`src/rtl/fixed_point_divider.sv`:
```
// Sequential restoring divider: quot = (num << SHIFT) / den, one quotient bit per clock.
// Inverts the multiply-then-right-shift gain stage. Valid/ready handshake on both sides.
// Optional macro DIV_SATURATE_EN: clamp an oversized quotient to all ones and raise sat.
module fixed_point_divider #(
  parameter int unsigned WIDTH = 12,
  parameter int unsigned SHIFT = 8
) (
  input  logic             clk,
  input  logic             rst_n,
  input  logic             in_valid,
  output logic             in_ready,
  input  logic [WIDTH-1:0] num,
  input  logic [WIDTH-1:0] den,
  output logic             out_valid,
  input  logic             out_ready,
  output logic [WIDTH-1:0] quot,
  output logic [WIDTH-1:0] rem,
  output logic             div_by_zero,
  output logic             sat
);

  localparam int unsigned N    = WIDTH + SHIFT;
  localparam int unsigned CntW = $clog2(N);

  typedef enum logic [1:0] {StIdle, StBusy, StDone} state_e;

  state_e            state_q, state_d;
  logic [N-1:0]      dvd_q, dvd_d;
  logic [WIDTH:0]    prem_q, prem_d;
  logic [N-1:0]      qfull_q, qfull_d;
  logic [WIDTH-1:0]  den_q, den_d;
  logic [CntW-1:0]   cnt_q, cnt_d;
  logic [WIDTH-1:0]  quot_q, quot_d;
  logic [WIDTH-1:0]  rem_q, rem_d;
  logic              dbz_q, dbz_d;
  logic              sat_q, sat_d;

  logic [WIDTH:0]    rem_sh;
  logic [WIDTH:0]    den_inv;
  logic [WIDTH:0]    trial;
  logic [WIDTH+1:0]  carry;
  logic              take;
  logic [WIDTH:0]    step_rem;
  logic [N-1:0]      step_q;
  // The remainder stays below den, so its top bit never carries information into the shift.
  logic              unused_prem_msb;

  assign unused_prem_msb = prem_q[WIDTH];

  // Subtract step: inverter plus ripple-carry adder of full-adder cells with carry-in 1.
  always_comb begin
    rem_sh   = {prem_q[WIDTH-1:0], dvd_q[N-1]};
    den_inv  = ~{1'b0, den_q};
    carry    = '0;
    trial    = '0;
    carry[0] = 1'b1;
    for (int i = 0; i <= int'(WIDTH); i++) begin
      trial[i]   = rem_sh[i] ^ den_inv[i] ^ carry[i];
      carry[i+1] = (rem_sh[i] & den_inv[i]) | (carry[i] & (rem_sh[i] ^ den_inv[i]));
    end
    // Carry-out set means rem_sh >= den.
    take     = carry[WIDTH+1];
    step_rem = take ? trial : rem_sh;
    step_q   = {qfull_q[N-2:0], take};
  end

  // Next-state logic for the FSM, datapath and result registers.
  always_comb begin
    state_d = state_q;
    dvd_d   = dvd_q;
    prem_d  = prem_q;
    qfull_d = qfull_q;
    den_d   = den_q;
    cnt_d   = cnt_q;
    quot_d  = quot_q;
    rem_d   = rem_q;
    dbz_d   = dbz_q;
    sat_d   = sat_q;
    unique case (state_q)
      StIdle: begin
        if (in_valid) begin
          if (den != '0) begin
            dvd_d   = N'(num) << SHIFT;
            prem_d  = '0;
            qfull_d = '0;
            den_d   = den;
            cnt_d   = CntW'(N - 1);
            state_d = StBusy;
          end else begin
            quot_d  = '1;
            rem_d   = '0;
            dbz_d   = 1'b1;
            sat_d   = 1'b0;
            state_d = StDone;
          end
        end
      end
      StBusy: begin
        dvd_d   = dvd_q << 1;
        prem_d  = step_rem;
        qfull_d = step_q;
        cnt_d   = cnt_q - 1'b1;
        if (cnt_q == '0) begin
          rem_d   = step_rem[WIDTH-1:0];
          dbz_d   = 1'b0;
`ifdef DIV_SATURATE_EN
          if (|step_q[N-1:WIDTH]) begin
            quot_d = '1;
            sat_d  = 1'b1;
          end else begin
            quot_d = step_q[WIDTH-1:0];
            sat_d  = 1'b0;
          end
`else
          quot_d  = step_q[WIDTH-1:0];
          sat_d   = 1'b0;
`endif
          state_d = StDone;
        end
      end
      StDone: begin
        if (out_ready) state_d = StIdle;
      end
      default: state_d = StIdle;
    endcase
  end

  // State and datapath registers with synchronous active-low reset.
  always_ff @(posedge clk) begin
    if (!rst_n) begin
      state_q <= StIdle;
      dvd_q   <= '0;
      prem_q  <= '0;
      qfull_q <= '0;
      den_q   <= '0;
      cnt_q   <= '0;
      quot_q  <= '0;
      rem_q   <= '0;
      dbz_q   <= 1'b0;
      sat_q   <= 1'b0;
    end else begin
      state_q <= state_d;
      dvd_q   <= dvd_d;
      prem_q  <= prem_d;
      qfull_q <= qfull_d;
      den_q   <= den_d;
      cnt_q   <= cnt_d;
      quot_q  <= quot_d;
      rem_q   <= rem_d;
      dbz_q   <= dbz_d;
      sat_q   <= sat_d;
    end
  end

  assign in_ready    = (state_q == StIdle);
  assign out_valid   = (state_q == StDone);
  assign quot        = quot_q;
  assign rem         = rem_q;
  assign div_by_zero = dbz_q;
  assign sat         = sat_q;

endmodule
```
`config.mk`:
```
export PLATFORM = sky130hd
export DESIGN_NAME = fixed_point_divider
export DESIGN_NICKNAME = d
export VERILOG_FILES = /design/src/rtl/fixed_point_divider.sv
export SDC_FILE = /design/constraint.sdc
export NUM_CORES = 1
export LEC_CHECK = 0
export ABC_CLOCK_PERIOD_IN_PS = 5300
export BUFFER_PORTS_ARGS = -buffer_cell sky130_fd_sc_hd__buf_4
export CORE_ASPECT_RATIO = 1.4
export CORE_MARGIN = 2
export CORE_UTILIZATION = 53
export CTS_BUF_LIST = sky130_fd_sc_hd__clkbuf_4
export DETAILED_ROUTE_END_ITERATION = 6
export PLACE_DENSITY = 0.86
export REMOVE_ABC_BUFFERS = 1
export SLEW_MARGIN = 20
export SYNTH_ARGS = -nofsm -noshare
export SYNTH_HDL_FRONTEND = slang
export SYNTH_SLANG_ARGS = --single-unit
```
`constraint.sdc`:
```
create_clock -name clk -period 5.3 [get_ports clk]
set_input_delay 1.06 -clock clk [delete_from_list [all_inputs] [get_ports clk]]
set_output_delay 1.06 -clock clk [all_outputs]
set_load 0.1 [all_outputs]
```
==> results of run 1 <==
[cell families after synthesis]
family / Yosys count / synth area share
buf+inv: 47 / 0.0638
flops: 79 / 0.451
xor+xnor: 1 / 0.00250
other cells: 1 / 0.00107
fa+ha+maj: 14 / 0.0734
simple gates: 100 / 0.140
compound gates: 95 / 0.225
mux: 15 / 0.0431
[sequential cells by signal (all words and copies together) (netlist names)]
name / flops
cnt_q: 5
den_q: 12
div_by_zero: 1
dvd_q: 12
prem_q: 12
qfull_q: 11
quot: 12
rem: 12
state_q: 2
[what timing repair did]
| action | CTS | global route |
|---|---|---|
| buffers inserted | 0 | 0 |
| resized for setup | 8 | 3 |
| hold buffers | 0 | 0 |
| setup endpoints to repair | 26 | 24 |
[stage by stage]
| step | area, um^2 | total power [mW] | setup WS (ns) | setup TNS [ns] | instances |
|---|---|---|---|---|---|
| 2_1_floorplan | 3350 | 1.02 | -0.198 | -0.393 | 322 |
| 3_3_place_gp | 3910 | 1.15 | -0.155 | -0.819 | 456 |
| 6_report | 4080 | 1.55 | 0.166 | 0 | 472 |
| 3_5_place_dp | 3910 | 1.17 | -0.293 | -4.88 | 456 |
| 5_1_grt | 4080 | 1.64 | 0.0421 | 0 | 472 |
| 4_1_cts | 4070 | 1.55 | 0.0352 | 0 | 472 |
[critical path, delay by kind of cell (launching register included)]
kind / cells / cell delay [ns]
adders and majority gates: 12 / 4.12
AOI/OAI and AO/OA: 1 / 0.08
buffers and inverters: 2 / 0.11
and+or+nand+nor: 1 / 0.08
DFF: 1 / 0.36
muxes: 1 / 0.27
[where the power goes]
part | internal (mW) | total (mW) | leakage (nW) | switching (mW)
registers | 0.647 | 0.684 | 0.645 | 0.0369
logic | 0.178 | 0.489 | 0.850 | 0.310
clock network | 0.150 | 0.379 | 0.0824 | 0.229
total | 0.975 | 1.55 | 1.58 | 0.576
[area by class of cell]
| cell class | instances | share of cell area |
|---|---|---|
| tap | 74 | 0.0227 |
| multi-input combinational | 226 | 0.424 |
| inverter | 17 | 0.0156 |
| timing repair buffer | 60 | 0.113 |
| clock inverter | 7 | 0.0199 |
| sequential | 79 | 0.388 |
| clock buffer | 9 | 0.0166 |
[metal layers]
| metal | part of all wire | vias to the layer above | wire length (um) |
|---|---|---|---|
| met5 | 0 | - | 0 |
| met3 | 0.052 | 20 | 381 |
| met2 | 0.50 | 79 | 3690 |
| met4 | 0.031 | 0 | 230 |
| met1 | 0.42 | 1304 | 3060 |
| li1 | - | 1344 | - |
[how the worst max path moves through the flow]
stage	slack, ns	startpoint	endpoint	depth (start not counted)
after floorplan	-0.20	dvd_q[19]$_SDFFE_PN0P_	prem_q[11]$_SDFFE_PN0P_	18
after global placement	-0.16	dvd_q[19]$_SDFFE_PN0P_	prem_q[11]$_SDFFE_PN0P_	17
after detailed placement	-0.29	dvd_q[19]$_SDFFE_PN0P_	prem_q[11]$_SDFFE_PN0P_	17
after CTS	0.04	dvd_q[19]$_SDFFE_PN0P_	prem_q[11]$_SDFFE_PN0P_	17
after global routing	0.04	dvd_q[19]$_SDFFE_PN0P_	prem_q[11]$_SDFFE_PN0P_	17
final	0.17	dvd_q[19]$_SDFFE_PN0P_	prem_q[11]$_SDFFE_PN0P_	17
[cell usage after synthesis (2+ instances only)]
master	n
dfxtp_1	79
nand2_1	62
clkbuf_1	18
inv_1	17
o21ai_0	16
mux2i_1	14
nand3_1	14
a21oi_1	13
a22o_1	11
fa_1	11
o211ai_1	11
o31ai_1	8
a311oi_2	7
nor2_1	6
o221a_2	6
a311oi_1	5
buf_2	5
buf_6	5
o221a_1	5
o31ai_2	5
ha_1	3
nor2b_1	3
nor3_1	3
nor4_4	3
nand4b_1	2
o211a_1	2
==> results by group, run 1 <==
Outcome
  – Status: finished, final reports clean

Floorplanning
  – Die Ht: 100 um
  – Initial Util: 0.542
  – IO Count: 56
  – Die width: 72.8 um
  – DIE AREA: 0.00730 mm^2
  – Core area: 0.00648 mm^2
  – FP Rows: 35

Detailed routing
  – Detailed Route WL: 7360 um
  – Routed via count: 2,747
  – DRC: 0
  – Vias per cell: 5.82
  – Post-route ant nets: 0
  – Wirelength per Cell: 15.6 um
  – First-iteration detailed-routing DRC count: 210
  – DRT Pass-1 Iters: 4

Synthesis
  – Largest cells by area after synthesis: dfxtp_1 (45%), nand2_1 (6.6%), fa_1 (6.3%)
  – Ys async rst share: 0
  – Avg Inst Size Synth: 9.97 um^2
  – Post-synth top area cell: dfxtp_1
  – Top cell type's share of synthesized area: 0.451
  – Main synth FF type: dfxtp_1
  – Gate Count Post-Synth: 352
  – Yosys warns: 0
  – Synth unique cells: 44
  – Sequential fraction of the synthesis area: 0.451
  – Synth Register Bits: 79
  – Cell Area, Synth: 0.00351 mm^2
  – Post-synth EDFFs: 0

Clock network
  – Worst-Skew Late Latency: 0.44 ns
  – CTS root buf: clkbuf_4
  – Cts bufs inserted: 9
  – CTS sink cnt: 79
  – Clock Path Buffers: 2
  – H-tree depth: 3
  – CTS clk-pin slew, worst paths: 0.15 ns
  – CTS tree: yes

Setup path
  – Cell mode on critical path: fa_2
  – Critical path peak fanout: 2
  – WS Path Type: reg2reg
  – FF-to-FF End: prem_q[11]$_SDFFE_PN0P_
  – Max incr delay on CP: 0.40 ns
  – Worst-path cell chain: inv_1, ha_1, fa_2, fa_2, fa_2, fa_2, fa_2, fa_2, fa_2, fa_2, fa_2, fa_2, inv_1, fa_1, mux2_2, nand2_1, o21ai_0
  – Data arrival time of the worst path: 5.44 ns
  – Reg2reg setup slack: 0.17 ns
  – Critical-path top delay cell: fa_1
  – Setup crit start kind: flop
  – CP endpoint kind: flop
  – Depth of the worst register-to-register path: 17
  – CP required: 5.61 ns
  – RR Startpoint: dvd_q[19]$_SDFFE_PN0P_

Timing
  – Unrepaired setup endpoints after global routing: false
  – Max-Slew Margin vs Limit: 0.335
  – Hold Slack: 0.462 ns
  – Final Critical Period: 5.13 ns
  – Hold Violations, Final: 0
  – Slew @ Worst Pin: 0.991 ns
  – # setup viols final: 0
  – Fin crit share: 0.969
  – Skew final: 0.0236 ns
  – Fmax: 195 MHz
  – Slew Limit Fails: 0

Run
  – Max-cap violations: 0

Power and ir drop
  – VDD IR max: 0.000195 V
  – Pwr dens: 380 mW/mm^2
  – Lkg Pwr: 1.58 nW

Min path
  – Worst hold path startpoint: prem_q[11]$_SDFFE_PN0P_
  – Hold-critical path depth: 2
  – Worst hold path endpoint: prem_q[11]$_SDFFE_PN0P_
  – Hold Crit Class: reg2reg

Final layout
  – Seq. cell area: 0.00158 mm^2
  – Most common cell after layout, fill and taps aside: dfxtp_1
  – Core Util, Final: 0.630
  – Nets: 435
  – Layout cells sized above 1: 0.284
  – Area delta synth->final: 16.3%
  – Ant. Diodes: 0
  – Most frequent cells in the layout: dfxtp_1 (78), nand2_1 (62), buf_4 (59), inv_1 (16), o21ai_0 (16)
  – Fillers: 522
  – Area occupied by multi-input gates: 0.00173 mm^2

GRT
  – M1 GR Usage: 0.252
  – GR Layer Usage met2: 0.368
  – Busiest grt layer: met2
  – Gr ovfl total: 0
  – Initial antenna violation count: 0
  – Vias in the first global route: 2,776
  – Pin count of the biggest net entering global routing: 57
  – Total routing usage reported by global routing: 0.217
  – Met3 Track Usage GR: 0.0452
  – First-pass GRT wire length: 12,500 um

Placement
  – Hpwl dp: 5240 um
  – IO Port Bufs: 54
  – Gpl congestion: 0.789
(Power assumes the default switching activity.)
==> inputs of run 2 (changes only) <==
Settings changed: ABC_AREA set to 1.
==> run 2 against run 1 <==
Compared with the run above:
- global-route usage up 1.2 points
- fmax down 0.16%
- sequential power up 2%
- first-iteration DRC count down 10%
- register-to-register slack about the same
- utilization up 1.2 points
==> results by group, run 2 <==
Synthesis
  – Post-synth top area cell: dfxtp_1
  – Count leader, synth: nand2_1
  – Main synth FF type: dfxtp_1
  – Sequential fraction of the synthesis area: 0.438 (-0.0131)
  – Ys async rst share: 0 (unchanged)
  – Post-synth EDFFs: 0 (unchanged)
  – Cell Area, Synth: 0.00361 mm^2 (+3.0%)
  – Largest cells by area after synthesis: dfxtp_1 (44%), nand2_1 (14%), a21oi_1 (9.4%)
  – Synth Register Bits: 79 (unchanged)
  – Avg Inst Size Synth: 7.36 um^2 (-26%)
  – Most frequent cells after synthesis: nand2_1 (136), dfxtp_1 (79), a21oi_1 (68)
  – Top cell type's share of synthesized area: 0.438 (-0.0131)
  – Gate Count Post-Synth: 491 (+39%)
  – Synth unique cells: 27 (-39%)
  – Yosys warns: 0 (unchanged)

GRT
  – Vias in the first global route: 3,026 (+9.0%)
  – Total routing usage reported by global routing: 0.229 (+0.0124)
  – Initial antenna violation count: 0 (unchanged)
  – First-pass GRT wire length: 13,300 um (+6.7%)
  – Gr ovfl total: 0 (unchanged)
  – Pin count of the biggest net entering global routing: 43 (-25%)

Detailed routing
  – DR top layer: met4
  – Wirelength per Cell: 12.9 um (-17%)
  – Met1 wire length: 3420 um (+12%)
  – DRT Pass-1 Iters: 5 (+1)
  – Met2 WL: 4100 um (+11%)
  – DR WL met3: 436 um (+14%)
  – Vias per cell: 5.24 (-9.9%)
  – Post-route ant nets: 0 (unchanged)
  – First-iteration detailed-routing DRC count: 189 (-10%)
  – Detailed Route WL: 8120 um (+10%)
  – DRC: 0 (unchanged)
  – Routed via count: 3,292 (+20%)

Timing
  – # setup viols final: 0 (unchanged)
  – Fmax: 194 MHz (-0.16%)
  – Hold Slack: 0.461 ns (-0.00155 ns)
  – Slew Limit Fails: 0 (unchanged)
  – Hold Violations, Final: 0 (unchanged)
  – Slew @ Worst Pin: 0.975 ns (-0.0154 ns)
  – Final Critical Period: 5.14 ns (+0.00829 ns)
  – Max-Slew Margin vs Limit: 0.348 (+0.0128)
  – Fin Setup TNS: 0 ns (unchanged)
  – Unrepaired setup endpoints after global routing: true
  – Skew final: 0.0139 ns (-0.00966 ns)
  – Fin crit share: 0.970 (+0.00156)

Clock network
  – H-tree depth: 3 (unchanged)
  – CTS clk-pin slew, worst paths: 0.13 ns (-0.02 ns)
  – CTS Hold Bufs: 0 (unchanged)
  – CTS sink cnt: 79 (unchanged)
  – Cts bufs inserted: 9 (unchanged)
  – Worst-Skew Late Latency: 0.44 ns (about the same)
  – Postcts setup bufs: 0 (unchanged)
  – CTS root buf: clkbuf_4
  – CTS tree: yes
  – Clock Path Buffers: 2 (unchanged)

Floorplanning
  – Core area: 0.00661 mm^2 (+2.0%)
  – Die width: 73.8 um (+1.4%)
  – Initial Util: 0.547 (+0.00514)
  – Die Ht: 102 um (+1.4%)
  – FP Rows: 35 (unchanged)
  – DIE AREA: 0.00751 mm^2 (+2.8%)
  – IO Count: 56 (unchanged)

Setup path
  – CP endpoint kind: flop
  – Setup crit start kind: flop
  – Critical path peak fanout: 24 (+22)
  – Cell mode on critical path: fa_2
  – Data arrival time of the worst path: 5.51 ns (+0.07 ns)
  – Critical-path top delay cell: fa_1
  – WS Path Type: reg2reg
  – CP required: 5.67 ns (+0.06 ns)
  – Worst-path cell chain: inv_1, ha_1, fa_2, fa_2, fa_2, fa_2, fa_2, fa_2, fa_2, fa_2, fa_2, fa_1, inv_1, fa_1, nor2_1, buf_12, o21ai_1, nand2_1, nand3_1, nand2_1, nor2_1
  – Reg2reg setup slack: 0.16 ns (about the same)
  – Max incr delay on CP: 0.36 ns (-0.04 ns)

Placement
  – IO Port Bufs: 54 (unchanged)
  – Cell Area, Placed: 0.00400 mm^2 (+2.5%)
  – Hpwl dp: 5220 um (-0.26%)
  – Gpl congestion: 0.800 (+1.5%)

Final layout
  – Most common cell after layout, fill and taps aside: nand2_1
  – Area delta synth->final: 17.4%
  – Fillers: 589 (+13%)
  – Nets: 573 (+32%)
  – Most frequent cells in the layout: nand2_1 (135), dfxtp_1 (78), a21oi_1 (68), buf_4 (58), nor2_1 (50)
  – Ant. Diodes: 0 (unchanged)
  – Layout cells sized above 1: 0.188 (-0.0955)
  – Cell area after layout: 0.00424 mm^2 (+4.0%)

Power and ir drop
  – Lkg Pwr: 1.74 nW (+10%)
  – Pwr dens: 425 mW/mm^2 (+12%)
  – VDD IR max: 0.000322 V (+66%)

Run
  – Max-cap violations: 0 (unchanged)

Min path
  – Hold Crit Class: reg2reg

Outcome
  – Status: finished, final reports clean
## run 2: cell count changes after synthesis, moves of 14 or more
cell / before / now
nand2_1: 62 / 136
a21oi_1: 13 / 68
nor2_1: 6 / 50
o21ai_0: 16 / 36
inv_1: 17 / 35
nand3_1: 14 / 29
mux2i_1: 14 / 0
## run 2: worst paths after layout
| check | from | to | cells after the start |
|---|---|---|---|
| hold reg to reg | div_by_zero$_SDFFE_PN0P_ | div_by_zero$_SDFFE_PN0P_ | 2 |
| setup / recovery | dvd_q[19]$_SDFFE_PN0P_ | rem[8]$_SDFFE_PN0P_ | 21 |
| hold / removal | div_by_zero$_SDFFE_PN0P_ | div_by_zero$_SDFFE_PN0P_ | 2 |
| setup reg to reg | dvd_q[19]$_SDFFE_PN0P_ | rem[8]$_SDFFE_PN0P_ | 21 |
## run 2: layout make-up
type	instances	area, um^2	area share
Tap cell	92	115	0.0271
Multi-Input combinational cell	344	1750	0.413
Inverter	38	143	0.0336
Timing Repair Buffer	59	455	0.107
Sequential cell	79	1580	0.373
Clock inverter	7	128	0.0301
Clock buffer	9	67.6	0.0159
## run 2: per-layer routing
metal  GRT usage  vias up
met5           0        -
met4       0.106        0
met3      0.0567       18
met2       0.377      111
met1       0.279     1516
li1            -     1647
## run 2: cell families after synthesis
group,synth area share
AND/OR/NAND/NOR,0.246
AO/OA/AOI/OAI,0.153
flip-flops,0.438
buffers and inverters,0.0903
adder cells (fa/ha/maj),0.0713
other,0.00104
## run 2: through the flow
stage / power, mW / util / setup WS [ns] / instances
after global placement: 1.30 / 0.605 / -0.118 / 612
after global routing: 1.90 / 0.642 / -0.0254 / 628
final: 1.80 / 0.642 / 0.158 / 628
after CTS: 1.79 / 0.637 / 0.00837 / 628
after detailed placement: 1.31 / 0.605 / -0.201 / 612
after floorplan: 1.15 / - / -0.00115 / 461
## run 2: report_power, final
part           internal, mW  switching [mW]
clock network         0.246           0.230
registers             0.654          0.0403
logic                 0.175           0.457
## run 2: critical path, delay by kind of cell (launching register included)
| family | cells | cell delay (ns) |
|---|---|---|
| fa+ha+maj | 12 | 3.87 |
| simple gates | 5 | 0.43 |
| flops | 1 | 0.35 |
| buf+inv | 3 | 0.28 |
| compound gates | 1 | 0.17 |
## run 2: repair_timing
| item | CTS | global route |
|---|---|---|
| hold endpoints to repair | 0 | 0 |
| setup endpoints to repair | 26 | 26 |
| resized for setup | 8 | 15 |
| pin swaps | 0 | 0 |
==> inputs of run 3 (changes only) <==
Settings changed: CORE_UTILIZATION 53 to 40, PLACE_DENSITY 0.86 to 0.7, SETUP_SLACK_MARGIN set to 0.02.
==> run 3 against run 2 <==
Compared with the run above:
- setup slack improved by 0.048 ns
- sequential cell count unchanged
- sequential share of layout area increased by 0.23 points
- utilization decreased by 17 points
==> results by group, run 3 (synthesis results as in run 2) <==
Outcome
  – Status: finished, final reports clean

Timing
  – Hold Violations, Final: 0 (unchanged)
  – Max-Slew Margin vs Limit: 0.294 (-0.0540)
  – Hold Slack: 0.458 ns (-0.00315 ns)
  – Skew final: 0.0217 ns (+0.00774 ns)
  – # setup viols final: 0 (unchanged)
  – Fmax: 196 MHz (+0.94%)
  – Fin Setup TNS: 0 ns (unchanged)
  – Slew @ Worst Pin: 1.06 ns (+0.0807 ns)
  – Final Critical Period: 5.09 ns (-0.0477 ns)
  – Slew Limit Fails: 0 (unchanged)
  – Fin crit share: 0.961 (-0.00900)

Floorplanning
  – Die width: 84.3 um (+14%)
  – Core area: 0.00893 mm^2 (+35%)
  – DIE AREA: 0.00982 mm^2 (+31%)
  – Die Ht: 116 um (+15%)
  – IO Count: 56 (unchanged)
  – FP Rows: 41 (+17%)
  – Initial Util: 0.405 (-0.142)

Detailed routing
  – Post-route ant nets: 0 (unchanged)
  – Wirelength per Cell: 12.5 um (-3.0%)
  – First-iteration detailed-routing DRC count: 204 (+7.9%)
  – DRC: 0 (unchanged)
  – Routed via count: 3,218 (-2.2%)
  – Vias per cell: 4.99 (-4.8%)
  – Detailed Route WL: 8090 um (-0.33%)
  – DRT Pass-1 Iters: 4 (-1)

Final layout
  – Area occupied by multi-input gates: 0.00174 mm^2 (-0.86%)
  – Fillers: 937 (+59%)
  – Most frequent cells in the layout: nand2_1 (136), dfxtp_1 (78), a21oi_1 (68), buf_4 (59), nor2_1 (49)
  – Area delta synth->final: 16.6%
  – Core Util, Final: 0.472 (-0.169)
  – Nets: 575 (+0.35%)
  – Layout cells sized above 1: 0.186 (-0.00221)
  – Cell area after layout: 0.00422 mm^2 (-0.62%)
  – Most common cell after layout, fill and taps aside: nand2_1
  – Seq. cell area: 0.00158 mm^2 (unchanged)

Placement
  – Cell Area, Placed: 0.00402 mm^2 (+0.47%)
  – Gpl congestion: 0.794 (-0.77%)
  – Hpwl dp: 5290 um (+1.2%)
  – IO Port Bufs: 54 (unchanged)

GRT
  – Initial antenna violation count: 1 (+1)
  – First-pass GRT wire length: 13,100 um (-1.2%)
  – Pin count of the biggest net entering global routing: 43 (unchanged)
  – Total routing usage reported by global routing: 0.169 (-0.0604)
  – Vias in the first global route: 2,850 (-5.8%)
  – Gr ovfl total: 0 (unchanged)

Power and ir drop
  – Clock power frac: 0.209 (-0.055)
  – Net switching power: 0.688 mW (-5.5%)
  – Pwr dens: 397 mW/mm^2 (-6.5%)
  – Reg power frac: 0.414 (+0.029)
  – Gate power share: 0.378 (+0.028)
  – Sw Ratio: 0.411 (+0.00701)
  – VDD IR max: 0.000182 V (-44%)
  – Lkg Pwr: 1.72 nW (-0.97%)
  – Pint: 0.987 mW (-8.2%)
  – Total power: 1.68 mW (-7.1%)

Setup path
  – Setup crit start kind: flop
  – WS Path Type: reg2reg
  – CP endpoint kind: flop
  – CP required: 5.67 ns (about the same)
  – Critical path peak fanout: 12 (-50%)
  – Data arrival time of the worst path: 5.47 ns (-0.04 ns)

Clock network
  – CTS tree: yes
  – CTS root buf: clkbuf_4
  – CTS sink cnt: 79 (unchanged)
  – Cts bufs inserted: 9 (unchanged)
  – Clock Path Buffers: 2 (unchanged)
  – CTS clk-pin slew, worst paths: 0.10 ns (-0.03 ns)
  – H-tree depth: 3 (unchanged)
  – CTS Hold Bufs: 0 (unchanged)
  – Worst-Skew Late Latency: 0.44 ns (about the same)

Min path
  – Hold Crit Class: reg2reg

Run
  – Max-cap violations: 0 (unchanged)
[run 3: cell type report]
class	instances	share of cell area
antenna	1	0.000593
clock buffer	11	0.0196
clock inverter	4	0.0113
inverter	38	0.0338
multi-input combinational	344	0.412
sequential	79	0.375
tap	107	0.0318
timing repair buffer	61	0.116
[run 3: path summary, 6_finish.rpt]
kind	startpoint	to	slack, ns	cells past startpoint
max	dvd_q[19]$_SDFFE_PN0P_	rem[0]$_SDFFE_PN0P_	0.21	21
max reg2reg	dvd_q[19]$_SDFFE_PN0P_	rem[0]$_SDFFE_PN0P_	0.21	21
min reg2reg	quot[9]$_SDFFE_PN0P_	quot[9]$_SDFFE_PN0P_	0.46	2
min	quot[9]$_SDFFE_PN0P_	quot[9]$_SDFFE_PN0P_	0.46	2
[run 3: worst max-delay path, stage by stage (launching register included)]
cell	delay, ns
dfxtp_2	0.34
inv_1	0.04
ha_1	0.20
fa_2	0.34
fa_2	0.35
fa_2	0.36
fa_2	0.36
fa_2	0.36
fa_2	0.35
fa_2	0.35
fa_2	0.35
fa_2	0.34
fa_2	0.33
inv_1	0.07
fa_2	0.19
nor2_2	0.06
buf_12	0.15
o21ai_0	0.14
nand2_1	0.09
nand3_1	0.13
nand2_1	0.06
nor2_1	0.08
[run 3: timing repair]
| item | CTS | global route |
|---|---|---|
| endpoints found under the setup margin | 26 | 26 |
| resized for setup | 6 | 12 |
| setup buffers | 0 | 1 |
| cloned | 0 | 1 |
| pin swaps | 0 | 1 |
[run 3: metal layers]
layer  track usage  vias up  part of all wire
li1              -     1650                 -
met1         0.203     1484              0.42
met2         0.293       71              0.50
met3        0.0332       13             0.051
met4        0.0783        0             0.025
met5             0        -                 0
[run 3: power groups by stage]
| stage | Clock, mW | Sequential (mW) | Combinational (mW) |
|---|---|---|---|
| final | 0.350 | 0.693 | 0.633 |
| after global routing | 0.391 | 0.701 | 0.694 |
| after CTS | 0.361 | 0.693 | 0.612 |
| after detailed placement | 0 | 0.706 | 0.608 |
| after global placement | 0 | 0.703 | 0.596 |
| after floorplan | 0 | 0.893 | 0.257 |
[run 3: stage by stage]
stage	worst slack [ns]	std cells
after global placement	-0.105	627
after detailed placement	-0.206	627
final	0.206	645
after floorplan	-0.00115	461
after CTS	0.0641	642
after global routing	-0.0267	645
